==> src/rtl/divide_pkg.sv <==
// Shared widths, latency and saturation limits for the pipelined signed/unsigned divider.
package divide_pkg;

  localparam int DIV_DVD_W = 19;
  localparam int DIV_DVS_W = 8;
  localparam int DIV_QUO_W = 11;
  localparam int LATENCY   = 12;
  localparam int QMAX      = 1023;
  localparam int QMIN      = -1024;

  // Magnitude padded to an even width so ten 2-bit stages consume it exactly.
  localparam int NUM_W  = DIV_DVD_W + 1;
  localparam int N_STEP = NUM_W / 2;

  // num starts as the magnitude and ends as the quotient, one bit shifted per iteration.
  typedef struct packed {
    logic                 vld;
    logic                 sgn;
    logic [DIV_DVS_W-1:0] dvs;
    logic [DIV_DVS_W-1:0] rem;
    logic [NUM_W-1:0]     num;
  } stage_t;

  typedef struct packed {
    logic           vld;
    logic           sgn;
    logic [NUM_W:0] qr;
  } round_t;

endpackage

==> src/rtl/divide_div_step2.sv <==
// Two unsigned restoring-division iterations; purely combinational.
module div_step2
  import divide_pkg::*;
(
  input  logic [DIV_DVS_W-1:0] dvs,
  input  logic [DIV_DVS_W-1:0] rem_in,
  input  logic [NUM_W-1:0]     num_in,
  output logic [DIV_DVS_W-1:0] rem_out,
  output logic [NUM_W-1:0]     num_out
);

  logic [DIV_DVS_W:0]   trial;
  logic [DIV_DVS_W-1:0] rem;
  logic [NUM_W-1:0]     num;

  always_comb begin
    rem   = rem_in;
    num   = num_in;
    trial = '0;
    for (int i = 0; i < 2; i++) begin
      trial = {rem, num[NUM_W-1]};
      if (trial >= {1'b0, dvs}) begin
        trial = trial - {1'b0, dvs};
        num   = {num[NUM_W-2:0], 1'b1};
      end else begin
        num   = {num[NUM_W-2:0], 1'b0};
      end
      rem = trial[DIV_DVS_W-1:0];
    end
    rem_out = rem;
    num_out = num;
  end

endmodule

==> src/rtl/divide.sv <==
// Fully pipelined s19 / u8 divider with round-half-away and s11 saturation.
// Latency 12 cycles, one operand pair per cycle, no backpressure.
module divide
  import divide_pkg::*;
#(
  parameter int DVD_W = DIV_DVD_W,
  parameter int DVS_W = DIV_DVS_W,
  parameter int QUO_W = DIV_QUO_W
) (
  input  logic             clk,
  input  logic             rstn,
  input  logic [DVD_W-1:0] dividend,
  input  logic [DVS_W-1:0] divisor,
  input  logic             div_in_valid,
  output logic [QUO_W-1:0] quotient,
  output logic             div_out_valid
);

  stage_t               pipe_d [N_STEP+1];
  stage_t               pipe_q [N_STEP+1];
  logic [DIV_DVS_W-1:0] step_rem [N_STEP+1];
  logic [NUM_W-1:0]     step_num [N_STEP+1];
  round_t               round_d, round_q;
  logic [QUO_W-1:0]     quotient_d, quotient_q;
  logic                 out_vld_d, out_vld_q;
  logic [DVD_W-1:0]     mag;

  assign step_rem[0] = '0;
  assign step_num[0] = '0;

  for (genvar k = 1; k <= N_STEP; k++) begin : g_step
    div_step2 u_step (
      .dvs     (pipe_q[k-1].dvs),
      .rem_in  (pipe_q[k-1].rem),
      .num_in  (pipe_q[k-1].num),
      .rem_out (step_rem[k]),
      .num_out (step_num[k])
    );
  end

  // Two's-complement negate in DVD_W bits maps -2^18 to 2^18, which fits unsigned.
  assign mag = dividend[DVD_W-1] ? (-dividend) : dividend;

  always_comb begin
    pipe_d[0]     = pipe_q[0];
    pipe_d[0].vld = div_in_valid;
    if (div_in_valid) begin
      pipe_d[0].sgn = dividend[DVD_W-1];
      pipe_d[0].dvs = divisor;
      pipe_d[0].rem = '0;
      pipe_d[0].num = {1'b0, mag};
    end
    for (int k = 1; k <= N_STEP; k++) begin
      pipe_d[k].vld = pipe_q[k-1].vld;
      pipe_d[k].sgn = pipe_q[k-1].sgn;
      pipe_d[k].dvs = pipe_q[k-1].dvs;
      pipe_d[k].rem = step_rem[k];
      pipe_d[k].num = step_num[k];
    end
  end

  always_comb begin
    round_d.vld = pipe_q[N_STEP].vld;
    round_d.sgn = pipe_q[N_STEP].sgn;
    if (pipe_q[N_STEP].dvs == '0) begin
      round_d.qr = '0;
    end else if ({pipe_q[N_STEP].rem, 1'b0} >= {1'b0, pipe_q[N_STEP].dvs}) begin
      round_d.qr = {1'b0, pipe_q[N_STEP].num} + (NUM_W+1)'(1);
    end else begin
      round_d.qr = {1'b0, pipe_q[N_STEP].num};
    end
  end

  always_comb begin
    out_vld_d  = round_q.vld;
    quotient_d = quotient_q;
    if (round_q.vld) begin
      if (!round_q.sgn) begin
        quotient_d = (round_q.qr > (NUM_W+1)'(QMAX)) ? QUO_W'(QMAX) : round_q.qr[QUO_W-1:0];
      end else begin
        // Magnitude 0 negates to 0, so no negative-zero encoding can appear.
        quotient_d = (round_q.qr > (NUM_W+1)'(-QMIN)) ? QUO_W'(QMIN) : -round_q.qr[QUO_W-1:0];
      end
    end
  end

  always_ff @(posedge clk or negedge rstn) begin
    if (!rstn) begin
      for (int k = 0; k <= N_STEP; k++) pipe_q[k] <= '0;
      round_q    <= '0;
      quotient_q <= '0;
      out_vld_q  <= 1'b0;
    end else begin
      for (int k = 0; k <= N_STEP; k++) pipe_q[k] <= pipe_d[k];
      round_q    <= round_d;
      quotient_q <= quotient_d;
      out_vld_q  <= out_vld_d;
    end
  end

  assign quotient      = quotient_q;
  assign div_out_valid = out_vld_q;

endmodule

==> config.mk <==
export PLATFORM = sky130hd
export DESIGN_NAME = divide
export DESIGN_NICKNAME = d
export VERILOG_FILES = /design/src/rtl/divide_pkg.sv /design/src/rtl/divide_div_step2.sv /design/src/rtl/divide.sv
export SDC_FILE = /design/constraint.sdc
export NUM_CORES = 1
export LEC_CHECK = 0
export CORE_ASPECT_RATIO = 0.7
export CORE_MARGIN = 5
export CORE_UTILIZATION = 60
export CTS_BUF_LIST = sky130_fd_sc_hd__clkbuf_8
export DETAILED_ROUTE_END_ITERATION = 16
export PLACE_DENSITY = 0.8
export SYNTH_ARGS = -nofsm -noshare
export SYNTH_HDL_FRONTEND = slang
export SYNTH_SLANG_ARGS = --single-unit
export TNS_END_PERCENT = 1
==> constraint.sdc <==
create_clock -name clk -period 10.4 [get_ports clk]
set_clock_uncertainty 0.2 [all_clocks]
set_input_delay 2.08 -clock clk [delete_from_list [all_inputs] [get_ports clk]]
set_output_delay 2.08 -clock clk [all_outputs]
set_load 0.03 [all_outputs]
==> results.json <==
{
  "numCtsBuffers": 68,
  "ys_ff_latch": 444,
  "critPathLaunchType": "register",
  "min_path_type": "register to register",
  "path_class": "register to register",
  "sequentialPowerShare": 0.281,
  "peakVddDrop_v": 0.0001577,
  "finalHoldViolCount": 0,
  "critPathArrivalTime_ns": 5.39,
  "clkTransAtPathRegs_ns": 0.07,
  "endpoint_kind": "register",
  "clock_sinks": 444,
  "h-tree-depth": 3,
  "p_leak_nw": 10.77,
  "die_h_um": 167.4,
  "initial_utilization": 0.6100,
  "tightest_slew_ns": 1.098,
  "netlist_instances": 1887,
  "slew_viol_final": 0,
  "wl_per_cell_um": 17.30,
  "maxCapViolCount": 0,
  "crit_slowest_cell": "and2_1",
  "cellPowerDensity_nw_per_um2": 375.4,
  "reg2reg_to": "pipe_q[330]",
  "cp_cell_sequence": "inv_1, ha_1, nor2b_1, o31a_1, o31ai_1, and2_1, mux2_2, ha_1, o21a_1, o21ai_0, a21oi_1, o31ai_1, and2_1, mux2_4",
  "rsz0062_at_grt": "false",
  "path_delay_family": "compound AO/OA/AOI/OAI gates",
  "pwr-share-comb": 0.545,
  "clock-root-buffer": "clkbuf_8",
  "gp_congestion": 0.9163,
  "seq_area_frac_synth": 0.5233,
  "switching_share": 0.3935,
  "synth_top_area_cell": "dfrtp_1",
  "drive_above_1_share": 0.1016,
  "drt-total-wl_um": 43230,
  "diodes": 0,
  "nets": 2185,
  "dieArea_um2": 39310,
  "synth_edf_count": 0,
  "antenna_found_initial": 0,
  "yosysWarnings": 0,
  "synth.avg_cell_area_um2": 11.25,
  "cts_tree": "yes",
  "vias": 14330,
  "n_fill_cell": 2536,
  "cp.depth": 14,
  "reg2reg_depth": 14,
  "r2r-start": "pipe_d[333]",
  "dpl.hpwl_um": 31330,
  "ys_top_cells_by_count": "444 x dfrtp_1, 164 x ha_1, 164 x inv_1",
  "path_buf_inv": 1,
  "synth.distinct_cells": 73,
  "fin_crit_sh": 0.4914,
  "areaGrowthSynthToFinish_pct": 11.40,
  "num_io_pins": 42,
  "grt_pass1_vias": 14660,
  "setup_viol": 0,
  "drt-initial-drc-count": 1137,
  "drt-pass1-iter-count": 7,
  "fp.dieW_um": 234.8,
  "ys_top_cells_by_area": "dfrtp_1 52%, ha_1 9.7%, mux2_2 3.7%, inv_1 2.9%, nor2_1 2.6%",
  "period_minus_slack_ns": 5.111,
  "status": "complete, no violations",
  "ctsResizeCount": 0,
  "grt_pass1_wl_um": 73090,
  "ys.flop_type": "dfrtp_1",
  "place_area_um2": 22160,
  "rows": 57,
  "crit_path_max_incr_delay_ns": 0.50,
  "core_area_um2": 34800,
  "async_flop_share": 1.000,
  "design_area_um2": 23650,
  "fin_tns_setup_ns": 0,
  "critical_path_peak_fanout": 11,
  "hold_buffers": 0,
  "grt_max_degree": 193,
  "track_usage": 0.2221,
  "slew_headroom": 0.2683,
  "syn-cell-area_um2": 21230,
  "yosysTopAreaCellShare": 0.5233,
  "port_buffers": 41,
  "fmax_mhz": 195.7,
  "power.share.clock": 0.174,
  "cp.required_ns": 10.68,
  "cp-startpoint": "pipe_d[333]",
  "cts_buffer_depth": 3,
  "power.internal_mw": 5.384,
  "vias_per_cell": 5.733,
  "yosysMostFrequentCell": "dfrtp_1",
  "netSwitchingPower_mw": 3.494,
  "rrSetupSlack_ns": 5.29,
  "antenna_left": 0,
  "min_from": "pipe_q[316]",
  "drc_errors": 0,
  "grt_overflow": 0,
  "cts_setup_buffers": 0,
  "clk_latency_ns": 0.62,
  "crit_end": "pipe_q[330]"
}
[routing by layer]
metal,GRT usage,part of all wire
met2,0.3426,0.46
met5,0,0
met3,0.04768,0.055
met1,0.3235,0.47
met4,0.06267,0.020
[logic make-up (layout without fill, tap and decap cells)]
family	Yosys count	in the layout	synth area share
muxes	95	95	0.05127
xor gates and xnor gates	106	106	0.04373
adders and majority gates	183	183	0.1146
buffers and inverters	199	337	0.03589
other	1	3	0.0001766
AOI/OAI and AO/OA	440	440	0.1378
and+or+nand+nor	419	419	0.09318
DFF	444	444	0.5233
[worst min-delay path by stage]
stage                              to  cells past startpoint
after detailed placement  pipe_d[113]                      0
after global routing      pipe_q[280]                      0
after CTS                 pipe_q[280]                      0
after global placement     pipe_q[93]                      0
after floorplan             out_vld_d                      0
final                     pipe_q[280]                      0
[final cells by class]
class | instances | area, um^2 | area share
Tap cell | 472 | 590.6 | 0.02497
Clock inverter | 39 | 309.0 | 0.01307
Inverter | 165 | 619.3 | 0.02619
Timing Repair Buffer | 47 | 473.0 | 0.02000
Sequential cell | 444 | 11110 | 0.4698
Clock buffer | 86 | 1184 | 0.05005
Multi-Input combinational cell | 1246 | 9365 | 0.3960
[sequential cells by signal, indices dropped and copies added (netlist names)]
name,cells
div_out_valid,1
pipe_d,100
out_vld_d,1
quotient,11
round_q,22
pipe_q,309
[metrics by stage]
stage / setup WS [ns] / utilization / hold slack [ns] / total power [mW] / instances
global route: 4.939 / 0.6796 / 0.1239 / 9.557 / 2499
global placement: 5.551 / 0.6367 / 0.1310 / 7.030 / 2374
floorplan: 6.026 / - / 0.1312 / 6.276 / 1889
detailed placement: 5.375 / 0.6367 / 0.1347 / 7.240 / 2374
finish: 5.289 / 0.6796 / 0.1144 / 8.878 / 2499
CTS: 5.305 / 0.6796 / 0.1231 / 8.854 / 2499
[worst reg2reg max path, cell delays in order (launching register included)]
cell and delay [ns]:
dfrtp_1 0.38, inv_1 0.18, ha_1 0.29, nor2b_1 0.16, o31a_1 0.30, o31ai_1 0.44, and2_1 0.50, mux2_2 0.42
ha_1 0.37, o21a_1 0.14, o21ai_0 0.21, a21oi_1 0.15, o31ai_1 0.46, and2_1 0.45, mux2_4 0.34
[power groups by stage]
stage	Clock (mW)	Combinational [mW]	Sequential (mW)
floorplan	0	3.84	2.44
global placement	0	4.53	2.50
detailed placement	0	4.71	2.53
CTS	1.59	4.77	2.50
global route	1.67	5.34	2.55
finish	1.55	4.83	2.50
[layout by cell type (no fill, tap or decap), drive strengths merged, types with 8 or more instances in the layout]
| master | netlist | final |
|---|---|---|
| nor3 | 20 | 20 |
| xor2 | 47 | 47 |
| nor2b | 29 | 29 |
| clkbuf | 26 | 86 |
| a211oi | 18 | 18 |
| fa | 19 | 19 |
| o211ai | 11 | 11 |
| inv | 165 | 190 |
| a21o | 34 | 34 |
| a21boi | 10 | 10 |
| mux2 | 80 | 80 |
| dfrtp | 444 | 444 |
| o31a | 13 | 13 |
| a21oi | 108 | 108 |
| nor2 | 148 | 148 |
| o21bai | 17 | 17 |
| and3 | 8 | 8 |
| nand2 | 96 | 96 |
| clkdlybuf4s50 | 0 | 40 |
| o21ai | 109 | 109 |
| nand3 | 32 | 32 |
| and2 | 8 | 8 |
| o21a | 41 | 41 |
| nand2b | 18 | 18 |
| mux2i | 15 | 15 |
| ha | 164 | 164 |
| nand4 | 29 | 29 |
| xnor2 | 59 | 59 |
| o31ai | 19 | 19 |
(Power assumes the default switching activity.)
==> patch, RTL diff (same flow settings) <==
Put one more register stage on the output `quotient`, cleared by the reset. The value now appears one clock later. The other outputs are not delayed to match.
--- a/src/rtl/divide.sv
+++ b/src/rtl/divide.sv
@@ -98,7 +98,13 @@
     end
   end
 
-  assign quotient      = quotient_q;
+  always_ff @(posedge clk or negedge rstn) begin
+    if (!rstn) begin
+      quotient <= '0;
+    end else begin
+      quotient <= quotient_q;
+    end
+  end
   assign div_out_valid = out_vld_q;
 
 endmodule
Check against the original RTL: same outputs for any inputs over 10 cycles, from zero or initial values and one cycle with rstn low; that may be too few to reach the edited logic, so the function may still have changed.
==> patch against the original RTL <==
Sequential share of layout area grew 0.82 points. Core utilization shrank 1.1 points. Critical path type unchanged. Sequential cell count grew 11. Total power shrank 0.36%. Synthesized area grew 1.3%. Setup slack lost 0.068 ns. Final cell count grew 0.40%. Via count grew 0.60%. Global-route usage shrank 0.38 points. Design area grew 0.72%. Wire length shrank 1.5%.
==> patch: results (changes against the original RTL) <==
status = finished clean
hpwl dp = 31570 um (+0.76%)
first-pass GRT wire length = 71680 um (-1.9%)
Max VDD drop = 0.1762 mV (+12%)
H-Tree Depth = 3 (unchanged)
Filler Cell Count = 2636 (+3.9%)
PortBufs = 41 (unchanged)
top post-synthesis cells by area = dfrtp_1 (53%), ha_1 (9.5%), mux2_2 (3.7%)
hold_sp = pipe_d[151]
Final #Nets = 2195 (+0.46%)
Largest register FFs = 309 (unchanged)
synthesized-area fraction occupied by adder cells = 11.31% (-0.15 points)
largest net degree at the start of global routing = 205 (+6.2%)
Crit Path Max Fanout = 13 (+2)
most common library cells after synthesis = dfrtp_1 (455), ha_1 (164), inv_1 (164)
Slew HR = 18.75% (-8.1 points)
hold crit path type = flop to flop
# rows = 58 (+1.8%)
CTS buffer count = 68 (unchanged)
Yosys Warn Count = 0 (unchanged)
Synth cell types = 73 (unchanged)
mux share of post-synthesis cell area = 5.062% (-0.066 points)
CTS resizes = 0 (unchanged)
DR vias/cell = 5.745 (+0.20%)
final WL = 42570 um (-1.5%)
vias in the first global route = 14310 (-2.4%)
gr usage total = 21.83% (-0.38 points)
clock latency on the worst-skew pair = 0.61 ns
clock root cell = clkbuf_8
post-CTS setup buffer count = 0 (unchanged)
Crit. Startpoint = pipe_d[143]
DR pass1 iterations = 5 (-2)
register area share after synthesis = 52.94% (+0.61 points)
data arrival time of the critical path = 5.46 ns (+0.07 ns)
Hold Violations, Final = 0 (unchanged)
setup TNS = 0 ns (unchanged)
Synth async-reset ratio = 100.0% (unchanged)
Compound-Gate Fraction of Synth Area = 13.61% (-0.18 points)
gpl congestion = 0.9336 (+1.9%)
clk buf depth = 3 (unchanged)
post-synthesis xor/xnor area fraction = 4.317% (-0.056 points)
top-count cell post-synth = dfrtp_1
1st-iter DRT viols = 1320 (+16%)
initial antenna violation count = 0 (unchanged)
Worst-path clk slew = 0.06 ns
antenna cell count = 0 (unchanged)
static leakage = 10.83 nW (+0.56%)
final setup violation count = 0 (unchanged)
share of cells above drive strength 1 = 9.808% (-0.36 points)
Largest Register = pipe_q
[patch: changes by cell type after synthesis]
cell and delta:
dfrtp_1 +11
[patch: metrics by stage]
step / utilization (%) / worst slack [ns] / instances / total power, mW / area (um^2)
6_report: 66.86 / 5.221 / 2509 / 8.846 / 23820
5_1_grt: 66.86 / 4.851 / 2509 / 9.543 / 23820
4_1_cts: 66.86 / 5.267 / 2509 / 8.833 / 23820
3_5_place_dp: 62.97 / 5.290 / 2392 / 7.309 / 22440
3_3_place_gp: 62.97 / 5.582 / 2392 / 7.120 / 22440
2_1_floorplan: - / 6.026 / 1900 / 6.329 / 21510
[patch: layout make-up]
cell class	count	area (um^2)	area share, %
clock buffer	80	1101	4.622
clock inverter	37	284.0	1.192
inverter	165	619.3	2.600
multi-input combinational	1246	9365	39.31
sequential	455	11390	47.80
tap	480	600.6	2.521
timing repair buffer	46	465.4	1.954
[patch: worst paths after layout]
path / endpoint / slack (ns) / cells past startpoint
max in group asynchronous: pipe_q[331] / 7.22 / 2
setup reg to reg: pipe_q[138] / 5.22 / 15
hold / removal: pipe_d[113] / 0.14 / 0
min in group asynchronous: pipe_q[62] / 1.24 / 1
setup / recovery: pipe_q[138] / 5.22 / 15
hold reg to reg: pipe_d[113] / 0.14 / 0
[patch: cell families after synthesis]
kind of cell	count (synthesis)
AO/OA/AOI/OAI	440
XOR/XNOR	106
adder cells (fa/ha/maj)	183
buffers and inverters	199
flip-flops	455
multiplexers	95
other	1
AND/OR/NAND/NOR	419
[patch: critical path, stage by stage, from the launching register on]
cell	delay [ns]
dfrtp_1	0.37
inv_1	0.17
ha_1	0.29
nor2b_1	0.15
o21ai_0	0.45
a311oi_1	0.24
nor2_1	0.65
o21ai_0	0.35
ha_1	0.39
nor2b_1	0.15
o31a_1	0.27
o31a_1	0.28
o21a_1	0.21
o21ai_0	0.23
nand2_1	0.30
mux2_2	0.36
[patch: layer usage]
layer | vias to the layer above | part of all wire (%) | GRT usage, %
li1 | 6826 | - | -
met1 | 7056 | 49 | 33.60
met2 | 458 | 43 | 32.21
met3 | 73 | 6.0 | 4.176
met4 | 0 | 1.9 | 5.819
met5 | - | 0 | 0
[patch: where the power goes]
part           switching, mW  internal, mW
combinational           2.56          2.27
clock                  0.667         0.786
sequential             0.270          2.29
total                   3.50          5.34
